**src/rtl/mem_access.sv**
```systemverilog
// mem_access: memory-access stage; aligns stores, runs the data-memory handshake with timeout, registers writeback payload
module mem_access #(
  parameter int TIMEOUT_CYC  = 16,
  parameter int CPU_WIDTH    = 32,
  parameter int FUNCT3_WIDTH = 3
) (
  input  logic                    clk,
  input  logic                    rst_n,
  input  logic                    ex_valid_i,
  output logic                    ready_o,
  input  logic                    ex_mem_rd_i,
  input  logic                    ex_mem_wr_i,
  input  logic [FUNCT3_WIDTH-1:0] ex_funct3_i,
  input  logic [CPU_WIDTH-1:0]    ex_mem_addr_i,
  input  logic [CPU_WIDTH-1:0]    ex_store_data_i,
  input  logic [CPU_WIDTH-1:0]    ex_reg_wr_data_i,
  input  logic [4:0]              ex_rd_addr_i,
  input  logic                    ex_reg_wr_en_i,
  output logic                    dm_req_o,
  output logic                    dm_we_o,
  output logic [CPU_WIDTH-1:0]    dm_addr_o,
  output logic [CPU_WIDTH-1:0]    dm_wdata_o,
  output logic [3:0]              dm_be_o,
  input  logic                    dm_ack_i,
  input  logic [CPU_WIDTH-1:0]    dm_rdata_i,
  output logic                    wb_valid_o,
  output logic [CPU_WIDTH-1:0]    wb_reg_wr_data_o,
  output logic [CPU_WIDTH-1:0]    data_mem_data_o,
  output logic                    no_writing_mem_o,
  output logic [FUNCT3_WIDTH-1:0] funct3_o,
  output logic [1:0]              mem_addr_index_o,
  output logic [4:0]              rd_addr_o,
  output logic                    reg_wr_en_o,
  output logic                    misalign_o,
  output logic                    bus_err_o
);
  typedef enum logic {IDLE, BUSY} state_t;
  state_t                  state_q, state_d;
  logic [7:0]              cnt_q, cnt_d;
  logic                    req_q, req_d, we_q, we_d;
  logic [CPU_WIDTH-1:0]    addr_q, addr_d, wdata_q, wdata_d;
  logic [3:0]              be_q, be_d;
  logic                    valid_q, valid_d, mis_q, mis_d, berr_q, berr_d;
  logic [CPU_WIDTH-1:0]    wb_data_q, wb_data_d, dmd_q, dmd_d;
  logic                    nwm_q, nwm_d, regwe_q, regwe_d;
  logic [FUNCT3_WIDTH-1:0] f3_q, f3_d;
  logic [1:0]              idx_q, idx_d;
  logic [4:0]              rd_q, rd_d;
  logic [1:0]              idx, sz;
  logic                    mem_op, mis, accept, busy, ack, tmo, fire;
  logic [3:0]              be;
  logic [CPU_WIDTH-1:0]    wd;
  // decode access width, misalignment, lane enables and replicated store data
  always_comb begin
    idx    = ex_mem_addr_i[1:0];
    sz     = ex_funct3_i[1:0];
    mem_op = ex_mem_rd_i | ex_mem_wr_i;
    mis    = mem_op & (sz == 2'b01 ? idx[0] : sz == 2'b10 ? |idx : 1'b0);
    be     = sz == 2'b00 ? 4'b0001 << idx : sz == 2'b01 ? (idx[1] ? 4'b1100 : 4'b0011) : 4'b1111;
    wd     = !ex_mem_wr_i ? '0 : sz == 2'b00 ? {4{ex_store_data_i[7:0]}} :
             sz == 2'b01 ? {2{ex_store_data_i[15:0]}} : ex_store_data_i;
    accept = ex_valid_i & (state_q == IDLE);
    busy   = state_q == BUSY;
    ack    = busy & dm_ack_i;
    tmo    = busy & !dm_ack_i & (cnt_q == 8'(TIMEOUT_CYC - 1));
    fire   = (accept & (!mem_op | mis)) | ack | tmo;
  end
  // next-state logic; execute holds its inputs while busy, so writeback payload is taken from them at completion
  always_comb begin
    state_d   = state_q;
    cnt_d     = cnt_q;
    req_d     = req_q;
    we_d      = we_q;
    addr_d    = addr_q;
    be_d      = be_q;
    wdata_d   = wdata_q;
    valid_d   = fire;
    mis_d     = accept & mis;
    berr_d    = tmo;
    wb_data_d = fire ? ex_reg_wr_data_i : wb_data_q;
    f3_d      = fire ? ex_funct3_i : f3_q;
    idx_d     = fire ? idx : idx_q;
    rd_d      = fire ? ex_rd_addr_i : rd_q;
    nwm_d     = fire ? ex_mem_rd_i : nwm_q;
    regwe_d   = fire ? ex_reg_wr_en_i & !ex_mem_wr_i & !mis & !tmo : regwe_q;
    dmd_d     = ack & ex_mem_rd_i ? dm_rdata_i : dmd_q;
    if (accept & mem_op & !mis) begin
      state_d = BUSY;
      cnt_d   = '0;
      req_d   = 1'b1;
      we_d    = ex_mem_wr_i;
      addr_d  = {ex_mem_addr_i[CPU_WIDTH-1:2], 2'b00};
      be_d    = be;
      wdata_d = wd;
    end else if (ack | tmo) begin
      state_d = IDLE;
      req_d   = 1'b0;
    end else if (busy) begin
      cnt_d   = cnt_q + 8'd1;
    end
  end
  // single register bank for FSM state, bus outputs and writeback payload
  always_ff @(posedge clk or negedge rst_n) begin
    if (!rst_n) begin
      state_q   <= IDLE;
      cnt_q     <= '0;
      req_q     <= 1'b0;
      we_q      <= 1'b0;
      addr_q    <= '0;
      be_q      <= '0;
      wdata_q   <= '0;
      valid_q   <= 1'b0;
      mis_q     <= 1'b0;
      berr_q    <= 1'b0;
      wb_data_q <= '0;
      dmd_q     <= '0;
      nwm_q     <= 1'b0;
      regwe_q   <= 1'b0;
      f3_q      <= '0;
      idx_q     <= '0;
      rd_q      <= '0;
    end else begin
      state_q   <= state_d;
      cnt_q     <= cnt_d;
      req_q     <= req_d;
      we_q      <= we_d;
      addr_q    <= addr_d;
      be_q      <= be_d;
      wdata_q   <= wdata_d;
      valid_q   <= valid_d;
      mis_q     <= mis_d;
      berr_q    <= berr_d;
      wb_data_q <= wb_data_d;
      dmd_q     <= dmd_d;
      nwm_q     <= nwm_d;
      regwe_q   <= regwe_d;
      f3_q      <= f3_d;
      idx_q     <= idx_d;
      rd_q      <= rd_d;
    end
  end
  assign ready_o          = state_q == IDLE;
  assign dm_req_o         = req_q;
  assign dm_we_o          = we_q;
  assign dm_addr_o        = addr_q;
  assign dm_be_o          = be_q;
  assign dm_wdata_o       = wdata_q;
  assign wb_valid_o       = valid_q;
  assign misalign_o       = mis_q;
  assign bus_err_o        = berr_q;
  assign wb_reg_wr_data_o = wb_data_q;
  assign data_mem_data_o  = dmd_q;
  assign no_writing_mem_o = nwm_q;
  assign reg_wr_en_o      = regwe_q;
  assign funct3_o         = f3_q;
  assign mem_addr_index_o = idx_q;
  assign rd_addr_o        = rd_q;
endmodule

```
**config.mk**
```make
export PLATFORM = sky130hd
export DESIGN_NAME = mem_access
export DESIGN_NICKNAME = d
export VERILOG_FILES = /design/src/rtl/mem_access.sv
export SDC_FILE = /design/constraint.sdc
export NUM_CORES = 1
export LEC_CHECK = 0
export CAP_MARGIN = 20
export CORE_ASPECT_RATIO = 1.5
export CORE_MARGIN = 4
export CORE_UTILIZATION = 42
export CTS_CLUSTER_SIZE = 30
export DETAILED_ROUTE_END_ITERATION = 8
export HOLD_SLACK_MARGIN = 0.15
export PLACE_DENSITY = 0.87
export SYNTH_ARGS = -nofsm -noshare
export SYNTH_HDL_FRONTEND = slang
export SYNTH_SLANG_ARGS = --single-unit
```
**constraint.sdc**
```tcl
create_clock -name clk -period 2.25 [get_ports clk]
set_input_delay 0.225 -clock clk [delete_from_list [all_inputs] [get_ports clk]]
set_output_delay 0.225 -clock clk [all_outputs]
set_load 0.01 [all_outputs]
```
Word level (Yosys, flattened, before mapping)
Cells that the tools add are included.
{ "word_totals": {"reg_bits": 155, "wordCells": 64} }
{ "classes": {"n_addsub": 1, "n_eq_ne": 4, "shift": 1, "mux": 13, "bitwise": 19, "n_reduce_logical": 10} }
{ "ops": {"columns": ["operator", "n"], "rows": [
  ["$mux W32", 3],
  ["$mux W8", 3],
  ["$and A1 B1 Y1", 13],
  ["$mux W4", 3],
  ["$add A8 B1 Y8 const B", 1],
  ["$eq A8 B4 Y1 const B", 1],
  ["$logic_not A1 Y1", 5],
  ["$or A1 B1 Y1", 5],
  ["$mux W1", 4],
  ["$reduce_bool A2 Y1", 2],
  ["$shl A1 B2 Y4 const A", 1],
  ["$eq A2 B1 Y1 const B", 1],
  ["$eq A2 B2 Y1 const B", 1],
  ["$logic_not A2 Y1", 1],
  ["$ne A2 B2 Y1 const B", 1],
  ["$reduce_and A2 Y1", 1],
  ["$reduce_or A2 Y1", 1],
  ["$not A1 Y1", 1]
]} }

Logic depth before layout (Yosys ltp)
Gate-level depths: netlist of the first run.
{ "depth": {"depth_word": 8, "mapped_depth": 7} }

Least setup slack after synthesis of the first run
OpenSTA, ideal clock, no wires.
{ "synth_timing": {"kind": "flip-flop to flip-flop", "startpoint": "register cnt_q[0]", "endpoint": "register f3_q[0] (netlist: funct3_o[0])", "arrival_ns": 1.760, "t_required_ns": 2.125, "setup_slack_ns": 0.365, "stages_incl_launch_ff": 8, "period_less_slack_ns": 1.885, "path_cell_list": "dfrtp_1 ha_1 and3_1 a21o_4 o211a_1 buf_6 buf_12 mux2_4"} }
{ "synth_between": {"elab_chain_cells": 3} }
{ "synth_rtl": {"columns": ["item", "line", "text"], "rows": [
  ["from (decl)", "39", "logic [7:0] cnt_q, cnt_d;"],
  ["from (signal assigned)", "124", "cnt_q <= cnt_d;"],
  ["$eq A8 B4 Y1", "65", "tmo = busy & !dm_ack_i & (cnt_q == 8'(TIMEOUT_CYC - 1));"],
  ["$and A1 B1 Y1", "65", null],
  ["$or A1 B1 Y1", "66", "fire = (accept & (!mem_op | mis)) | ack | tmo;"],
  ["to (signal assigned)", "119", "f3_q <= '0;"],
  ["to (signal assigned)", "137", "f3_q <= f3_d;"],
  ["to (decl)", "46", "logic [FUNCT3_WIDTH-1:0] f3_q, f3_d;"]
]} }
Every way passes these cells.
A chain may end at the register's enable or synchronous reset.

Worst setup path after layout of the first run
{ "layout_timing": {"startpoint": "input port ex_mem_addr_i[1]", "endpoint": "register wb_data_q[24] (netlist: wb_reg_wr_data_o[24])"} }
{ "layout_between": {"elab_chain_cells": 8} }
{ "layout_rtl": {"columns": ["item", "line", "text"], "rows": [
  ["from (decl)", "14", "input logic [CPU_WIDTH-1:0] ex_mem_addr_i,"],
  ["$reduce_or A2 Y1", "58", "mis = mem_op & (sz == 2'b01 ? idx[0] : sz == 2'b10 ? |idx : 1'b0);"],
  ["$mux W1 (2 in a row)", "58", null],
  ["$and A1 B1 Y1", "58", null],
  ["$or A1 B1 Y1", "66", null],
  ["$and A1 B1 Y1", "66", null],
  ["$or A1 B1 Y1 (2 in a row)", "66", null],
  ["to (signal assigned)", "133", "wb_data_q <= wb_data_d;"],
  ["to (decl)", "44", "logic [CPU_WIDTH-1:0] wb_data_q, wb_data_d, dmd_q, dmd_d;"]
]} }
Every way passes these cells.

==> parameters.txt, run 1 <==
Parameter                              Value

Layout
  Final-layout fill cell count ... approximately 1200
  Footprint of the flip-flops and latches ... between 3000 and 4000 um^2
  Share of layout cells above drive strength 1 ... 0.229
  Multi-input gate area in the final layout ... ~2600 um^2
  ANT cells ... 0
  Post-synthesis to final-layout area growth ... 57.0%
  Fin nets ... ~950

Synthesis
  Total of warnings raised by yosys ... 0
  Dominant cells by area after synthesis ... dfrtp_1, mux2_2, mux2_4
  Top cells by instance count after synthesis ... dfrtp_1, mux2_2, o21ai_0, nand2_1, mux2_4
  Area fraction of the dominant cell type after synthesis ... 0.581
  Cell area after technology mapping ... 6680 um^2
  Number of synthesized flops with an enable pin ... 0
  Syn Inst Count ... 500
  Count of state elements after synthesis ... between 150 and 200
  Dominant cell by count in the synthesized netlist ... dfrtp_1
  Cell variety after synth ... 44
  Synthesized area per cell ... 13.4 um^2
  Share of synthesized area occupied by flip-flops and latches ... 0.581
  Post-synth ARST share ... 1.00
  Cell type with the highest aggregate area in the netlist ... dfrtp_1
  Commonest register cell after synthesis ... dfrtp_1

Timing
  Final setup violation count ... 0
  Final worst setup slack ... 0.209 ns
  Setup skew after layout ... 0.0101 ns
  Slew @ Worst Pin ... a little under 0.6 ns
  Peak Freq ... around 500 MHz
  Max-Slew Margin vs Limit ... 0.613
  Final critical path time including I/O delays and setup ... 2.04 ns
  Hold violation count in the final report ... 0
  Share of the cycle needed by the critical path after routing ... 0.907
  Unrepaired setup endpoints after global routing ... false
  Final-report max-slew violation count ... 0
  Minimum hold slack ... between 0.3 and 0.4 ns

CTS
  Clock input transition at the sequential cells of the worst setup and hold paths ... approximately 0.070 ns
  Total number of H-tree levels ... 4
  Number of clock sinks seen by CTS ... around 160
  CTS tree ... built
  Number of buffers created by CTS ... 17
  Clock latency on the worst-skew pair ... approximately 0.4 ns
  Maximum buffer depth of the clock tree ... 2
  CTS Root Cell ... clkbuf_16
  Number of buffers inserted to repair setup after CTS ... 0

Detailed routing
  Avg Vias per Cell ... ~5.0
  Drt initial violations ... about 260
  Wire length on met2 ... roughly 10000 um
  Final Routed Wirelength ... around 19000 um
  Routed length per placed instance ... around 19 um
  Via count ... 5056
  Antenna Violating Nets Remaining ... 0
  Highest Signal Layer ... met4
  Met1 Routed Length ... 7320 um
  Count of TritonRoute iterations in the first routing pass ... 4
  DR DRC count ... 0
  Met3 Wirelength ... about 1300 um

Place
  Minimum setup slack after placement ... -0.183 ns
  Final HPWL from detailed placement ... 14200 um
  Routability Congestion ... 0.834
  Count of buffers inserted at the top-level ports ... between 200 and 300

Worst setup path
  Crit path capture type ... flip-flop
  Critical path, cell by cell ... clkdlybuf4s50_1 -> nand2_1 -> o2bb2ai_2 -> buf_4 -> o211a_4 -> buf_12 -> mux2_2
  Master of the slowest instance on the critical path ... clkdlybuf4s50_1
  Arrival time of data at the critical path endpoint ... 2.33 ns
  Critical Path Source Type ... primary input
  Max stage delay on crit path ... 0.59 ns
  Maximum fanout count along the critical path ... 33
  CP Data Required Time ... around 2.5 ns
  Critical Setup Path Class ... in -> reg

GRT
  GRT Overall Usage ... 0.210
  Overflow left after global routing ... 0
  Vias in the first global route ... around 5600
  Largest net degree at the start of global routing ... approximately 60
  Global-route wire length before repair ... about 30000 um
  Number of antenna violations at the first check in global routing ... 0

Run status
  Outcome ... finished clean

Die
  Top-level I/O count ... 293
  Overall die width ... 111 um
  Initial standard-cell utilization of the core ... 0.427
  Die Y ... approximately 160 um
  Number of standard-cell rows in the floorplan ... 56
  Core area ... 15600 um^2
  Die outline area ... 18000 um^2

Power
  Worst vdd rail ir drop ... 582 uV
  Leakage ... ~4.5 nW
  Total power divided by cell area ... around 1000 nW/um^2

Min path
  Worst hold path class ... in -> async

Flow run
  Maxcap violations ... 0
## layout make-up
type	count	area share
sequential	155	0.370
timing repair buffer	315	0.303
multi-input combinational	308	0.246
clock buffer	20	0.0416
tap	203	0.0242
clock inverter	12	0.0134
inverter	5	0.00179
## sequential cells by signal, summed over array words and instances (netlist names)
signal	cells
wb_valid_o	1
mem_addr_index_o	2
dm_wdata_o	32
misalign_o	1
bus_err_o	1
dm_be_o	4
wb_reg_wr_data_o	32
rd_addr_o	5
cnt_q	8
reg_wr_en_o	1
dm_req_o	1
dm_addr_o	30
data_mem_data_o	32
no_writing_mem_o	1
funct3_o	3
dm_we_o	1
## logic make-up (layout without fill, tap and decap cells)
group                      after synthesis  count (layout)  synth area share
xor gates and xnor gates                 5               5           0.00656
muxes                                  132             132             0.242
other                                    1               2          0.000562
DFF                                    155             155             0.581
adders and majority gates                1               1           0.00187
buffers and inverters                   38             352            0.0365
and+or+nand+nor                         78              78            0.0523
AOI/OAI and AO/OA                       90              90            0.0789
## metal layers
metal | vias up | global-route usage
li1 | 2351 | -
met1 | 2464 | 0.249
met2 | 220 | 0.371
met3 | 21 | 0.0610
met4 | 0 | 0.0633
met5 | - | 0
## path summary, 6_finish.rpt
path / from / end / slack [ns] / cells after the start
max in group asynchronous: rst_n / wb_reg_wr_data_o[8]$_DFFE_PN0P_ / 1.19 / 3
setup / recovery: ex_mem_addr_i[1] / wb_reg_wr_data_o[24]$_DFFE_PN0P_ / 0.21 / 7
setup reg to reg: cnt_q[4]$_DFFE_PN0P_ / wb_reg_wr_data_o[24]$_DFFE_PN0P_ / 0.33 / 5
hold reg to reg: data_mem_data_o[28]$_DFFE_PN0P_ / data_mem_data_o[28]$_DFFE_PN0P_ / 0.51 / 1
min in group clk: ex_mem_addr_i[2] / dm_addr_o[2]$_DFFE_PN0P_ / 0.43 / 2
hold / removal: rst_n / data_mem_data_o[13]$_DFFE_PN0P_ / 0.37 / 2
## power breakdown
part	internal [mW]	switching [mW]
logic	2.33	1.37
registers	3.57	0.416
clock network	1.65	1.17
## critical path: cells and delay by family
kind | cells | cell delay (ns)
and+or+nand+nor | 1 | 0.11
muxes | 1 | 0.34
AOI/OAI and AO/OA | 2 | 0.49
buffers and inverters | 3 | 1.14
## timing repair
item,4_1_cts,5_1_grt
resized for setup,0,0
hold buffers,1,0
hold endpoints to repair,55,0
endpoints found under the setup margin,0,0
## metrics by stage
stage          area [um^2]  power (mW)  setup TNS, ns  instances   util
5_1_grt              10500        11.0              0       1018  0.671
3_5_place_dp          9900        7.76          -6.34        985  0.633
6_report             10500        10.5              0       1018  0.671
3_3_place_gp          9880        7.63         -16.25        984  0.632
4_1_cts              10500        10.6              0       1018  0.671
2_1_floorplan         6680        5.52              0        501      -
## placed cells by master, fill, tap and decap left out, types with 2 or more instances in the layout
master           instances
clkinvlp_4               6
buf_4                   17
conb_1                   2
o22ai_1                  2
clkdlybuf4s50_1        289
a21oi_1                  4
o21ai_1                  7
and3_2                   2
nand2_1                 52
clkbuf_1                 3
clkbuf_16               17
mux2_2                  85
nand3_1                  2
mux2_4                  38
buf_12                   7
or2_2                    2
bufinv_16                2
dfrtp_1                155
o21ai_0                 56
o221ai_1                 2
o31ai_1                  3
nor2b_1                  2
nor2_1                   9
xnor2_1                  3
inv_6                    4
mux2i_1                  9
xor2_1                   2
inv_1                    5
a21boi_0                 8
Note: power is estimated with default switching activity, not from simulation.
==> run 2: changes to the inputs <==
--- a/config.mk
+++ b/config.mk
@@ -6,13 +6,15 @@
 export NUM_CORES = 1
 export LEC_CHECK = 0
 export CAP_MARGIN = 20
+export CELL_PAD_IN_SITES_DETAIL_PLACEMENT = 0
+export CELL_PAD_IN_SITES_GLOBAL_PLACEMENT = 1
 export CORE_ASPECT_RATIO = 1.5
 export CORE_MARGIN = 4
-export CORE_UTILIZATION = 42
+export CORE_UTILIZATION = 33
 export CTS_CLUSTER_SIZE = 30
 export DETAILED_ROUTE_END_ITERATION = 8
 export HOLD_SLACK_MARGIN = 0.15
-export PLACE_DENSITY = 0.87
+export PLACE_DENSITY = 0.88
 export SYNTH_ARGS = -nofsm -noshare
 export SYNTH_HDL_FRONTEND = slang
 export SYNTH_SLANG_ARGS = --single-unit
==> parameters.txt, run 2 (synthesis results as in run 1) <==
Parameter                              Value

CTS
  Maximum buffer depth of the clock tree ... 2 (unchanged)
  Clock input transition at the sequential cells of the worst setup and hold paths ... 0.06 ns (was 0.07 ns)
  Total number of H-tree levels ... 4 (unchanged)
  Number of clock sinks seen by CTS ... 155 (unchanged)
  CTS tree ... built (unchanged)
  Number of buffers created by CTS ... 17 (unchanged)
  Gates resized, CTS repair ... 0 (unchanged)
  CTS Root Cell ... clkbuf_16 (unchanged)
  Clock latency on the worst-skew pair ... 0.42 ns (was 0.40 ns)

Place
  Count of buffers inserted at the top-level ports ... 290 (unchanged)
  Final HPWL from detailed placement ... 14800 um (was 14200 um)
  Area post-placement ... 9970 um^2 (was 9900 um^2)
  Routability Congestion ... 0.759 (was 0.834)

Layout
  Share of layout cells above drive strength 1 ... 0.229 (about the same)
  Post-synthesis to final-layout area growth ... 58.2% (was 57.0%)
  Final instance area ... 10600 um^2 (was 10500 um^2)
  Most common library cell in the layout ignoring fill and taps ... clkdlybuf4s50_1 (unchanged)
  Final-layout fill cell count ... 1720 (was 1202)
  Commonest non-fill, non-tap cells in the layout ... clkdlybuf4s50_1, dfrtp_1, mux2_2 (unchanged)
  Fin nets ... 944 (was 946)
  ANT cells ... 0 (unchanged)
  Final core utilization ... 0.532 (was 0.671)

Timing
  Max-Slew Margin vs Limit ... 0.622 (was 0.613)
  Peak Freq ... 505 MHz (was 490 MHz)
  Final-report max-slew violation count ... 0 (unchanged)
  Final critical path time including I/O delays and setup ... 1.98 ns (was 2.04 ns)
  Hold violation count in the final report ... 0 (unchanged)
  Setup skew after layout ... 0.0108 ns (was 0.0101 ns)
  Final setup violation count ... 0 (unchanged)
  Final total negative setup slack ... 0 ns (unchanged)
  Share of the cycle needed by the critical path after routing ... 0.881 (was 0.907)
  Minimum hold slack ... 0.332 ns (was 0.367 ns)
  Slew @ Worst Pin ... 0.564 ns (was 0.580 ns)
  Unrepaired setup endpoints after global routing ... false (unchanged)

Worst setup path
  CP Data Required Time ... 2.55 ns (was 2.54 ns)
  Crit path capture type ... flip-flop (unchanged)
  Master of the slowest instance on the critical path ... dfrtp_1 (was clkdlybuf4s50_1)
  Critical Path Source Type ... flip-flop (was primary input)
  Max stage delay on crit path ... 0.45 ns (was 0.59 ns)
  Critical path, cell by cell ... nor4_4 -> a21o_4 -> o211a_2 -> buf_12 -> mux2_2 (was clkdlybuf4s50_1 -> nand2_1 -> o2bb2ai_2 -> buf_4 -> o211a_4 -> buf_12 -> mux2_2)
  Worst path bufs/invs ... 1 (was 3)
  Critical Setup Path Class ... reg -> reg (was in -> reg)
  Maximum fanout count along the critical path ... 21 (was 33)
  Arrival time of data at the critical path endpoint ... 2.28 ns (was 2.33 ns)
  Crit-path leading delay family ... compound AO/OA/AOI/OAI gates (was buffers and inverters)

Detailed routing
  Via count ... 5051 (was 5056)
  Final Routed Wirelength ... 19700 um (was 19000 um)
  Antenna Violating Nets Remaining ... 0 (unchanged)
  Routed length per placed instance ... 18.4 um (was 18.7 um)
  Count of TritonRoute iterations in the first routing pass ... 4 (unchanged)
  Drt initial violations ... 326 (was 259)
  Avg Vias per Cell ... 4.71 (was 4.97)
  DR DRC count ... 0 (unchanged)

Die
  Core area ... 19900 um^2 (was 15600 um^2)
  Overall die width ... 124 um (was 111 um)
  Number of standard-cell rows in the floorplan ... 63 (was 56)
  Initial standard-cell utilization of the core ... 0.336 (was 0.427)
  Top-level I/O count ... 293 (unchanged)
  Die Y ... 182 um (was 162 um)
  Die outline area ... 22600 um^2 (was 18000 um^2)

GRT
  Global-route wire length before repair ... 30200 um (about the same)
  GRT Overall Usage ... 0.176 (was 0.210)
  Vias in the first global route ... 5378 (was 5574)
  Largest net degree at the start of global routing ... 55 (was 59)
  Overflow left after global routing ... 0 (unchanged)
  Number of antenna violations at the first check in global routing ... 0 (unchanged)

Power
  Total power divided by cell area ... 996 nW/um^2 (was 1000 nW/um^2)
  Worst vdd rail ir drop ... 429 uV (was 582 uV)
  Leakage ... 4.49 nW (was 4.46 nW)

Run status
  Outcome ... finished clean (unchanged)

Flow run
  Maxcap violations ... 0 (unchanged)

Min path
  Worst hold path class ... in -> async (unchanged)
==> run 2: timing repair <==
action	4_1_cts	5_1_grt
hold buffers	1	0
buffers inserted	0	0
hold endpoints to repair	49	0
==> run 2: layer usage <==
metal	global-route usage	routed length, um	vias to the layer above	part of all wire
met5	0	0	-	0
met3	0.0561	1430	39	0.072
li1	-	-	2351	-
met2	0.306	10200	182	0.52
met1	0.194	7360	2479	0.37
met4	0.0754	687	0	0.035
==> run 2: worst paths after layout <==
path	slack (ns)	endpoint	start	cells past startpoint
min in group clk	0.42	data_mem_data_o[17]$_DFFE_PN0P_	dm_rdata_i[17]	2
setup / recovery	0.27	wb_reg_wr_data_o[26]$_DFFE_PN0P_	cnt_q[4]$_DFFE_PN0P_	5
max in group asynchronous	1.08	wb_reg_wr_data_o[19]$_DFFE_PN0P_	rst_n	3
hold reg to reg	0.50	data_mem_data_o[7]$_DFFE_PN0P_	data_mem_data_o[7]$_DFFE_PN0P_	1
hold / removal	0.33	data_mem_data_o[23]$_DFFE_PN0P_	rst_n	2
setup reg to reg	0.27	wb_reg_wr_data_o[26]$_DFFE_PN0P_	cnt_q[4]$_DFFE_PN0P_	5
==> run 2: final cells by class <==
cell class                      instances  area (um^2)  area share
Tap cell                              260          325      0.0308
Sequential cell                       155         3880       0.367
Clock inverter                         13          153      0.0144
Multi-Input combinational cell        308         2570       0.243
Timing Repair Buffer                  313         3190       0.302
Clock buffer                           18          429      0.0406
Inverter                                5         18.8     0.00178
==> run 2: metrics by stage <==
step	instances	setup slack [ns]	total power, mW
after floorplan	501	0.365	5.52
after global placement	1040	0.134	7.67
after detailed placement	1040	0.0959	7.76
after CTS	1072	0.260	10.7
after global routing	1072	0.166	11.1
final	1072	0.269	10.5
==> run 2: where the power goes <==
part	internal (mW)	total [mW]	switching (mW)
clock	1.73	2.86	1.13
combinational	2.32	3.68	1.36
sequential	3.57	3.98	0.416
total	7.61	10.5	2.91
==> run 3: changes to the inputs <==
--- a/config.mk
+++ b/config.mk
@@ -11,7 +11,6 @@
 export CORE_ASPECT_RATIO = 1.5
 export CORE_MARGIN = 4
 export CORE_UTILIZATION = 33
-export CTS_CLUSTER_SIZE = 30
 export DETAILED_ROUTE_END_ITERATION = 8
 export HOLD_SLACK_MARGIN = 0.15
 export PLACE_DENSITY = 0.88
==> results of run 3 <==
Same layout as run 2: the final DEF is identical, and so are final timing and power.
